<file path="src/rtl/uart_cmd_interface.sv">
// Byte-oriented command decoder between the UART receiver and transmitter: WRITE assembles
// a little-endian word, READ streams a word out LSB byte first. Optional XOR checksum: UART_CMD_CHECKSUM_EN.
module uart_cmd_interface #(
  parameter int                 NB_DATA        = 8,
  parameter int                 NB_WORD        = 32,
  parameter int                 TIMEOUT_CYCLES = 1_000_000,
  parameter logic [NB_DATA-1:0] CMD_WRITE      = 8'h01,
  parameter logic [NB_DATA-1:0] CMD_READ       = 8'h02
) (
  input  logic               clk,
  input  logic               i_reset,
  input  logic               i_rx_done,
  input  logic [NB_DATA-1:0] i_rx_data,
  input  logic               i_tx_done,
  input  logic [NB_WORD-1:0] i_rd_word,
  output logic               o_tx_start,
  output logic [NB_DATA-1:0] o_tx_data,
  output logic [NB_WORD-1:0] o_word,
  output logic               o_word_valid,
  output logic               o_busy,
  output logic               o_error
);

  localparam int NBYTES = NB_WORD / NB_DATA;
  localparam int CW     = $clog2(NBYTES + 1);
  localparam int TW     = $clog2(TIMEOUT_CYCLES + 1);
`ifdef UART_CMD_CHECKSUM_EN
  localparam int NXFER  = NBYTES + 1;
`else
  localparam int NXFER  = NBYTES;
`endif
  localparam logic [CW-1:0] LAST_BYTE = CW'(NXFER - 1);
  localparam logic [TW-1:0] TO_LAST   = TW'(TIMEOUT_CYCLES - 1);

  typedef enum logic [2:0] {IDLE, RX_PAYLOAD, WORD_OUT, TX_LOAD, TX_WAIT} state_t;

  state_t               state, state_n;
  logic [CW-1:0]        cnt, idx;
  logic [TW-1:0]        tmr;
  logic [NB_WORD-1:0]   rx_shift, rx_next, rd_q, word_q;
  logic [NB_DATA-1:0]   tx_byte;
  logic                 err_q, err_n;
  logic                 cnt_clr, store_byte, tmr_clr, tmr_inc, load_rd, idx_inc, word_load;
`ifdef UART_CMD_CHECKSUM_EN
  logic [NB_DATA-1:0]   csum_rx, csum_tx;
`endif

  always_comb begin
    rx_next = rx_shift;
    for (int unsigned i = 0; i < NBYTES; i++)
      if (cnt == CW'(i)) rx_next[i*NB_DATA +: NB_DATA] = i_rx_data;
  end

  always_comb begin
    tx_byte = '0;
    for (int unsigned i = 0; i < NBYTES; i++)
      if (idx == CW'(i)) tx_byte = rd_q[i*NB_DATA +: NB_DATA];
`ifdef UART_CMD_CHECKSUM_EN
    csum_tx = '0;
    for (int unsigned i = 0; i < NBYTES; i++)
      csum_tx = csum_tx ^ rd_q[i*NB_DATA +: NB_DATA];
    if (idx == CW'(NBYTES)) tx_byte = csum_tx;
`endif
  end

  always_comb begin
    state_n    = state;
    err_n      = 1'b0;
    cnt_clr    = 1'b0;
    store_byte = 1'b0;
    tmr_clr    = 1'b0;
    tmr_inc    = 1'b0;
    load_rd    = 1'b0;
    idx_inc    = 1'b0;
    word_load  = 1'b0;
    unique case (state)
      IDLE: begin
        if (i_rx_done) begin
          if (i_rx_data == CMD_WRITE) begin
            state_n = RX_PAYLOAD;
            cnt_clr = 1'b1;
            tmr_clr = 1'b1;
          end else if (i_rx_data == CMD_READ) begin
            state_n = TX_LOAD;
            load_rd = 1'b1;
          end else begin
            err_n = 1'b1;
          end
        end
      end
      RX_PAYLOAD: begin
        if (i_rx_done) begin
          store_byte = 1'b1;
          tmr_clr    = 1'b1;
          if (cnt == LAST_BYTE) begin
`ifdef UART_CMD_CHECKSUM_EN
            // the trailing byte is compared, not stored: all lanes are already filled
            if (i_rx_data == csum_rx) begin
              state_n   = WORD_OUT;
              word_load = 1'b1;
            end else begin
              state_n = IDLE;
              err_n   = 1'b1;
            end
`else
            state_n   = WORD_OUT;
            word_load = 1'b1;
`endif
          end
        end else if (tmr == TO_LAST) begin
          state_n = IDLE;
          err_n   = 1'b1;
        end else begin
          tmr_inc = 1'b1;
        end
      end
      WORD_OUT: begin
        state_n = IDLE;
        err_n   = i_rx_done;
      end
      TX_LOAD: begin
        state_n = TX_WAIT;
        err_n   = i_rx_done;
      end
      TX_WAIT: begin
        err_n = i_rx_done;
        if (i_tx_done) begin
          if (idx == LAST_BYTE) begin
            state_n = IDLE;
          end else begin
            state_n = TX_LOAD;
            idx_inc = 1'b1;
          end
        end
      end
      default: state_n = IDLE;
    endcase
  end

  always_ff @(posedge clk) begin
    if (i_reset) state <= IDLE;
    else         state <= state_n;
  end

  always_ff @(posedge clk) begin
    if (i_reset) begin
      cnt      <= '0;
      idx      <= '0;
      tmr      <= '0;
      rx_shift <= '0;
      rd_q     <= '0;
      word_q   <= '0;
      err_q    <= 1'b0;
`ifdef UART_CMD_CHECKSUM_EN
      csum_rx  <= '0;
`endif
    end else begin
      err_q <= err_n;
      if (cnt_clr) begin
        cnt      <= '0;
        rx_shift <= '0;
`ifdef UART_CMD_CHECKSUM_EN
        csum_rx  <= '0;
`endif
      end else if (store_byte) begin
        cnt      <= cnt + 1'b1;
        rx_shift <= rx_next;
`ifdef UART_CMD_CHECKSUM_EN
        csum_rx  <= csum_rx ^ i_rx_data;
`endif
      end
      if (tmr_clr)      tmr <= '0;
      else if (tmr_inc) tmr <= tmr + 1'b1;
      if (load_rd) begin
        rd_q <= i_rd_word;
        idx  <= '0;
      end else if (idx_inc) begin
        idx <= idx + 1'b1;
      end
      if (word_load) word_q <= rx_next;
    end
  end

  assign o_tx_start   = (state == TX_LOAD);
  assign o_tx_data    = tx_byte;
  assign o_word       = word_q;
  assign o_word_valid = (state == WORD_OUT);
  assign o_busy       = (state != IDLE);
  assign o_error      = err_q;

endmodule

</file>
<file path="config.mk">
export PLATFORM = sky130hd
export DESIGN_NAME = uart_cmd_interface
export DESIGN_NICKNAME = d
export VERILOG_FILES = /design/src/rtl/uart_cmd_interface.sv
export SDC_FILE = /design/constraint.sdc
export NUM_CORES = 1
export LEC_CHECK = 0
export CAP_MARGIN = 20
export CORE_MARGIN = 2
export CORE_UTILIZATION = 50
export DETAILED_ROUTE_END_ITERATION = 16
export GPL_TIMING_DRIVEN = 0
export PLACE_DENSITY = 0.8
export SETUP_SLACK_MARGIN = 0.05
export SLEW_MARGIN = 20
export SYNTH_ARGS = -nofsm -noshare
export SYNTH_HDL_FRONTEND = slang
export SYNTH_SLANG_ARGS = --single-unit
</file>
<file path="constraint.sdc">
create_clock -name clk -period 5.6 [get_ports clk]
set_clock_uncertainty 0.2 [all_clocks]
set_input_delay 1.12 -clock clk [delete_from_list [all_inputs] [get_ports clk]]
set_output_delay 1.12 -clock clk [all_outputs]
set_load 0.03 [all_outputs]
</file>
# Word-level counts from Yosys, hierarchy flattened
# Index checks and enable logic that the tools add are counted.
totals:
  word_cells: 80
  in_bits: 44
  reg_bits: 126
  out_inout_bits: 44
op_classes:
  addsub: 3
  eq_ne: 18
  n_reduce_logical: 9
  n_mux: 42
op_table:
  columns: ["cell", "n"]
  rows:
  - ["$mux 8", 8]
  - ["$mux 1", 23]
  - ["$mux 3", 7]
  - ["$add 20x1->20 const B", 1]
  - ["$eq 20x20->1 const B", 1]
  - ["$eq 3x2->1 const B", 6]
  - ["$pmux 3 s4", 1]
  - ["$eq 3x1->1 const B", 3]
  - ["$logic_not 3->1", 3]
  - ["$ne 3x3->1 const B", 3]
  - ["$eq 8x1->1 const B", 1]
  - ["$eq 8x2->1 const B", 1]
  - ["$add 3x1->3 const B", 2]
  - ["$reduce_or 2->1", 3]
  - ["$reduce_and 5->1", 1]
  - ["$ne 2x2->1 const B", 2]
  - ["$eq 3x3->1 const B", 1]
  - ["$pmux 1 s3", 1]
  - ["$reduce_bool 3->1", 1]
  - ["$reduce_or 3->1", 1]
  - ["$mux 2", 1]
  - ["$pmux 1 s2", 1]

# Longest topological paths before layout
logic_depth:
  ltp_word: 6
  ltp_mapped: 7
  mapped_depth_nobuf: 6

# Worst setup path before layout
# Ideal clock, no wire load.
synth_path:
  kind: "input port to flip-flop"
  start: "input i_rx_done"
  end: "register tmr[5]"
  t_required_ns: 5.340
  arrival_time_ns: 2.642
  setup_time_ns: 0.060
  path_slack_ns: 2.698
  n_path_buf: 1
  path_stages: 5
  path_cell_list: "buf_2 > or4b_4 > or4b_4 > a211oi_2 > o31a_1"
synth_between:
  elab_chain_len: 3
  word_cells_on_any_way: 6
synth_rtl:
  columns: ["item", "line_no", "text"]
  rows:
  - ["start: declaration", "12", "input logic i_rx_done,"]
  - ["$mux 1 (on tied branches)", "92, 78", null]
  - ["$pmux 1 s2", "76", "unique case (state)"]
  - ["$reduce_or 2->1 (no line)", null, null]
  - ["end signal: assignment", "173", "else if (tmr_inc) tmr <= tmr + 1'b1;"]
  - ["end: declaration", "39", "logic [TW-1:0] tmr;"]
# Several ways; a longest one is shown, not always the timed one.
# A chain may end at the register's enable or synchronous reset.

# Worst setup path in the final report
layout_path:
  start: "register idx[1]"
  end: "output o_tx_data[5]"
layout_between:
  elab_chain_len: 5
  word_cells_on_any_way: 8
layout_rtl:
  columns: ["item", "line_no", "text"]
  rows:
  - ["start: declaration", "38", "logic [CW-1:0] cnt, idx;"]
  - ["start signal: assignment", "178", "idx <= idx + 1'b1;"]
  - ["$logic_not 3->1", "57", "if (idx == CW'(i)) tx_byte = rd_q[i*NB_DATA +: NB_DATA];"]
  - ["$mux 8 (3 in a row)", "57", null]
  - ["$mux 8 *", "57", null]
  - ["end: declaration", "17", "output logic [NB_DATA-1:0] o_tx_data,"]
# Mark *: on every way between the ends. The rest lies on a longest branch, timed or not.

==> run_results.csv <==
group,metric,value,unit
floorplanning,die_x,108,um
placement,port_buffers,78,
yosys,ys_top_cells_by_area,"dfxtp_1, mux2i_1, a21oi_1, nor2_1, nand2_1",
yosys,yosysUniqueCellTypes,50,
timing,tns,0,ns
flow_run,drv_cap,0,
yosys,async_reset_ff_share,0,%
yosys,synth.cell_area,5450,sq um
status,status,"completed",
timing,worstMarginPinSlew,0.567,ns
grt,antenna_found_initial,0,
floorplanning,die_h,108,um
yosys,synth_common_cells,"dfxtp_1, nor2_1, nand2_1",
cells_and_area,drive_gt1_share,6.85,%
power,p_total,1.92,mW
clock_network,cts_tree,"yes",
clock_network,clock_sinks,118,
floorplanning,start_util,50.7,%
yosys,synth-main-ff-cell,"dfxtp_1",
floorplanning,row_count,38,
clock_network,clockBufferDepth,2,
detailed_routing,vias_per_cell,5.69,
timing,timing.fmax,237,MHz
detailed_routing,routed_wirelength,14.1,mm
floorplanning,fp.coreArea,10700,sq um
detailed_routing,wire_per_inst,16.2,um
timing,drv_slew,0,
grt,grt_max_degree,17,
clock_network,cts_resized,0,
detailed_routing,drt_first_pass_iters,7,
timing,period_share,75.2,%
yosys,syn_avg_cell_area,8.75,sq um
hold_path,min_path_type,"flip-flop to flip-flop",
detailed_routing,post-route-drc-count,0,
power,ir_drop,0.000227,V
detailed_routing,drt_iter0_markers,251,
floorplanning,die_area,11700,sq um
yosys,seq_area_frac_synth,43.4,%
cells_and_area,area_growth,27.7,%
timing,hold_viol_final,0,
grt,grt-ovfl-total,0,
clock_network,ctsHoldBuffers,0,
yosys,synth_top_area_share,43.4,%
worst_setup_path,crit_path_end_kind,"output pin",
yosys,synth-edff-count,0,
power,powerDensity,277,nW/um^2
yosys,yosys.area.top_type,"dfxtp_1",
clock_network,cts_buffers,17,
detailed_routing,via_count,4947,
worst_setup_path,worstPathArrival,2.89,ns
power,p_leak,2.60,nW
cells_and_area,num-nets-final,774,
grt,grt_usage,24.9,%
clock_network,post-cts-setup-buffers,0,
yosys,ys_ff_latch,118,
detailed_routing,antenna_left,0,
floorplanning,ios,88,
yosys,yosys.cell_count.top_type,"dfxtp_1",
cells_and_area,insertedDiodeCount,0,
grt,grt_pass1_wl,22.7,mm
worst_setup_path,cp_data_required_time,4.28,ns
clock_network,path_clk_slew,0.05,ns
clock_network,h-tree-depth,4,
timing,rsz0062_at_grt,"no",
timing,slew_headroom,62.2,%
placement,gp_congestion,0.837,
yosys,syn_nets,677,
timing,period_minus_slack,4.21,ns
worst_setup_path,cp-start-kind,"flip-flop",
yosys,synth_warnings,0,
worst_setup_path,setup.worst_path.class,"flip-flop to output pin",
worst_setup_path,critPathMaxFanout,10,
grt,first_global_vias,4908,
timing,setup_violations,0,
clock_network,clkLatencyLatePin,0.53,ns
cells_and_area,fillers,895,
placement,place_hpwl,9.89,mm
clock_network,root_buffer,"clkbuf_8",
yosys,synth_cells,622,
## power by group
part,switching [mW],leakage (nW),internal [mW]
Combinational,0.0395,1.38,0.0330
Sequential,0.000618,0.950,0.842
Clock,0.356,0.274,0.652
Total,0.396,2.60,1.53
## final cells by class
| cell class | instances | area (sq um) | share of cell area, % |
|---|---|---|---|
| clock inverters | 3 | 40.0 | 0.576 |
| well taps | 140 | 175 | 2.52 |
| plain buffers | 52 | 216 | 3.11 |
| repair buffers | 78 | 781 | 11.2 |
| multi-input cells | 438 | 2810 | 40.5 |
| clock buffers | 27 | 512 | 7.36 |
| flip-flops and latches | 118 | 2360 | 34.0 |
| inverters | 14 | 52.6 | 0.756 |
## path summary, 6_finish.rpt
kind          startpoint           end  slack [ns]  cells after the start
max               idx[1]  o_tx_data[5]        1.39                      6
min reg2reg  rx_shift[5]   rx_shift[5]        0.25                      2
max reg2reg     state[1]       rd_q[2]        3.11                      6
min          rx_shift[5]   rx_shift[5]        0.25                      2
## placed cells by master (no fill, tap or decap), types with 2 or more instances in the layout
cell type / n
clkbuf_16: 16
nor2b_1: 5
and2_1: 3
buf_1: 7
or4b_4: 3
clkbuf_8: 7
a21oi_1: 61
ha_1: 11
nand2_1: 64
and4_1: 2
buf_2: 11
a22o_1: 8
mux2_2: 2
nand4b_1: 2
and3b_1: 8
o31ai_1: 8
nor4bb_1: 2
dfxtp_1: 118
clkdlybuf4s50_1: 78
or4_1: 7
inv_1: 14
nand4_1: 8
clkbuf_1: 37
clkinv_2: 2
o211ai_1: 2
or3_1: 9
nor2_1: 66
o21ai_0: 15
a211oi_1: 26
xnor2_1: 3
mux2i_1: 62
nor3_1: 7
nor3b_1: 2
a211o_1: 2
nand3_1: 32
## stage by stage
stage	setup WS, ns	hold WS, ns	std cells	util, %	area (sq um)
6_report	1.39	0.255	870	64.7	6950
3_3_place_gp	2.05	0.241	840	59.6	6400
2_1_floorplan	2.70	0.236	622	-	5450
5_1_grt	1.23	0.278	870	64.7	6950
4_1_cts	1.37	0.255	870	64.7	6950
3_5_place_dp	1.95	0.247	840	59.6	6400
## metal layers
metal / vias to the layer above / track usage [%] / share of wire (%)
met1: 2332 / 28.4 / 42
met5: - / 0 / 0
met2: 176 / 42.4 / 50
met4: 0 / 12.1 / 2.5
met3: 33 / 7.59 / 6.0
li1: 2406 / - / -
## kinds of logic (layout without fill, tap and decap cells)
group,count (synthesis),after routing,share of synthesized area (%)
multiplexers,64,64,11.8
AO/OA/AOI/OAI,130,130,14.9
flip-flops,118,118,43.4
adder cells (fa/ha/maj),11,11,2.53
XOR/XNOR,3,3,0.483
buffers and inverters,66,174,4.94
AND/OR/NAND/NOR,230,230,22.0
## flip-flops by register name, indices dropped and copies added, names as in the netlist
name / flops
rx_shift: 24
cnt: 3
state: 3
rd_q: 32
idx: 3
tmr: 20
o_word: 32
o_error: 1
## worst max-delay path, stage by stage (launching register included)
cell,delay [ns]
dfxtp_1,0.35
ha_1,0.20
ha_1,0.20
clkbuf_1,0.23
nor2_1,0.49
a22o_1,0.22
clkdlybuf4s50_1,0.68
No activity file was read; power rests on OpenSTA's default activity.
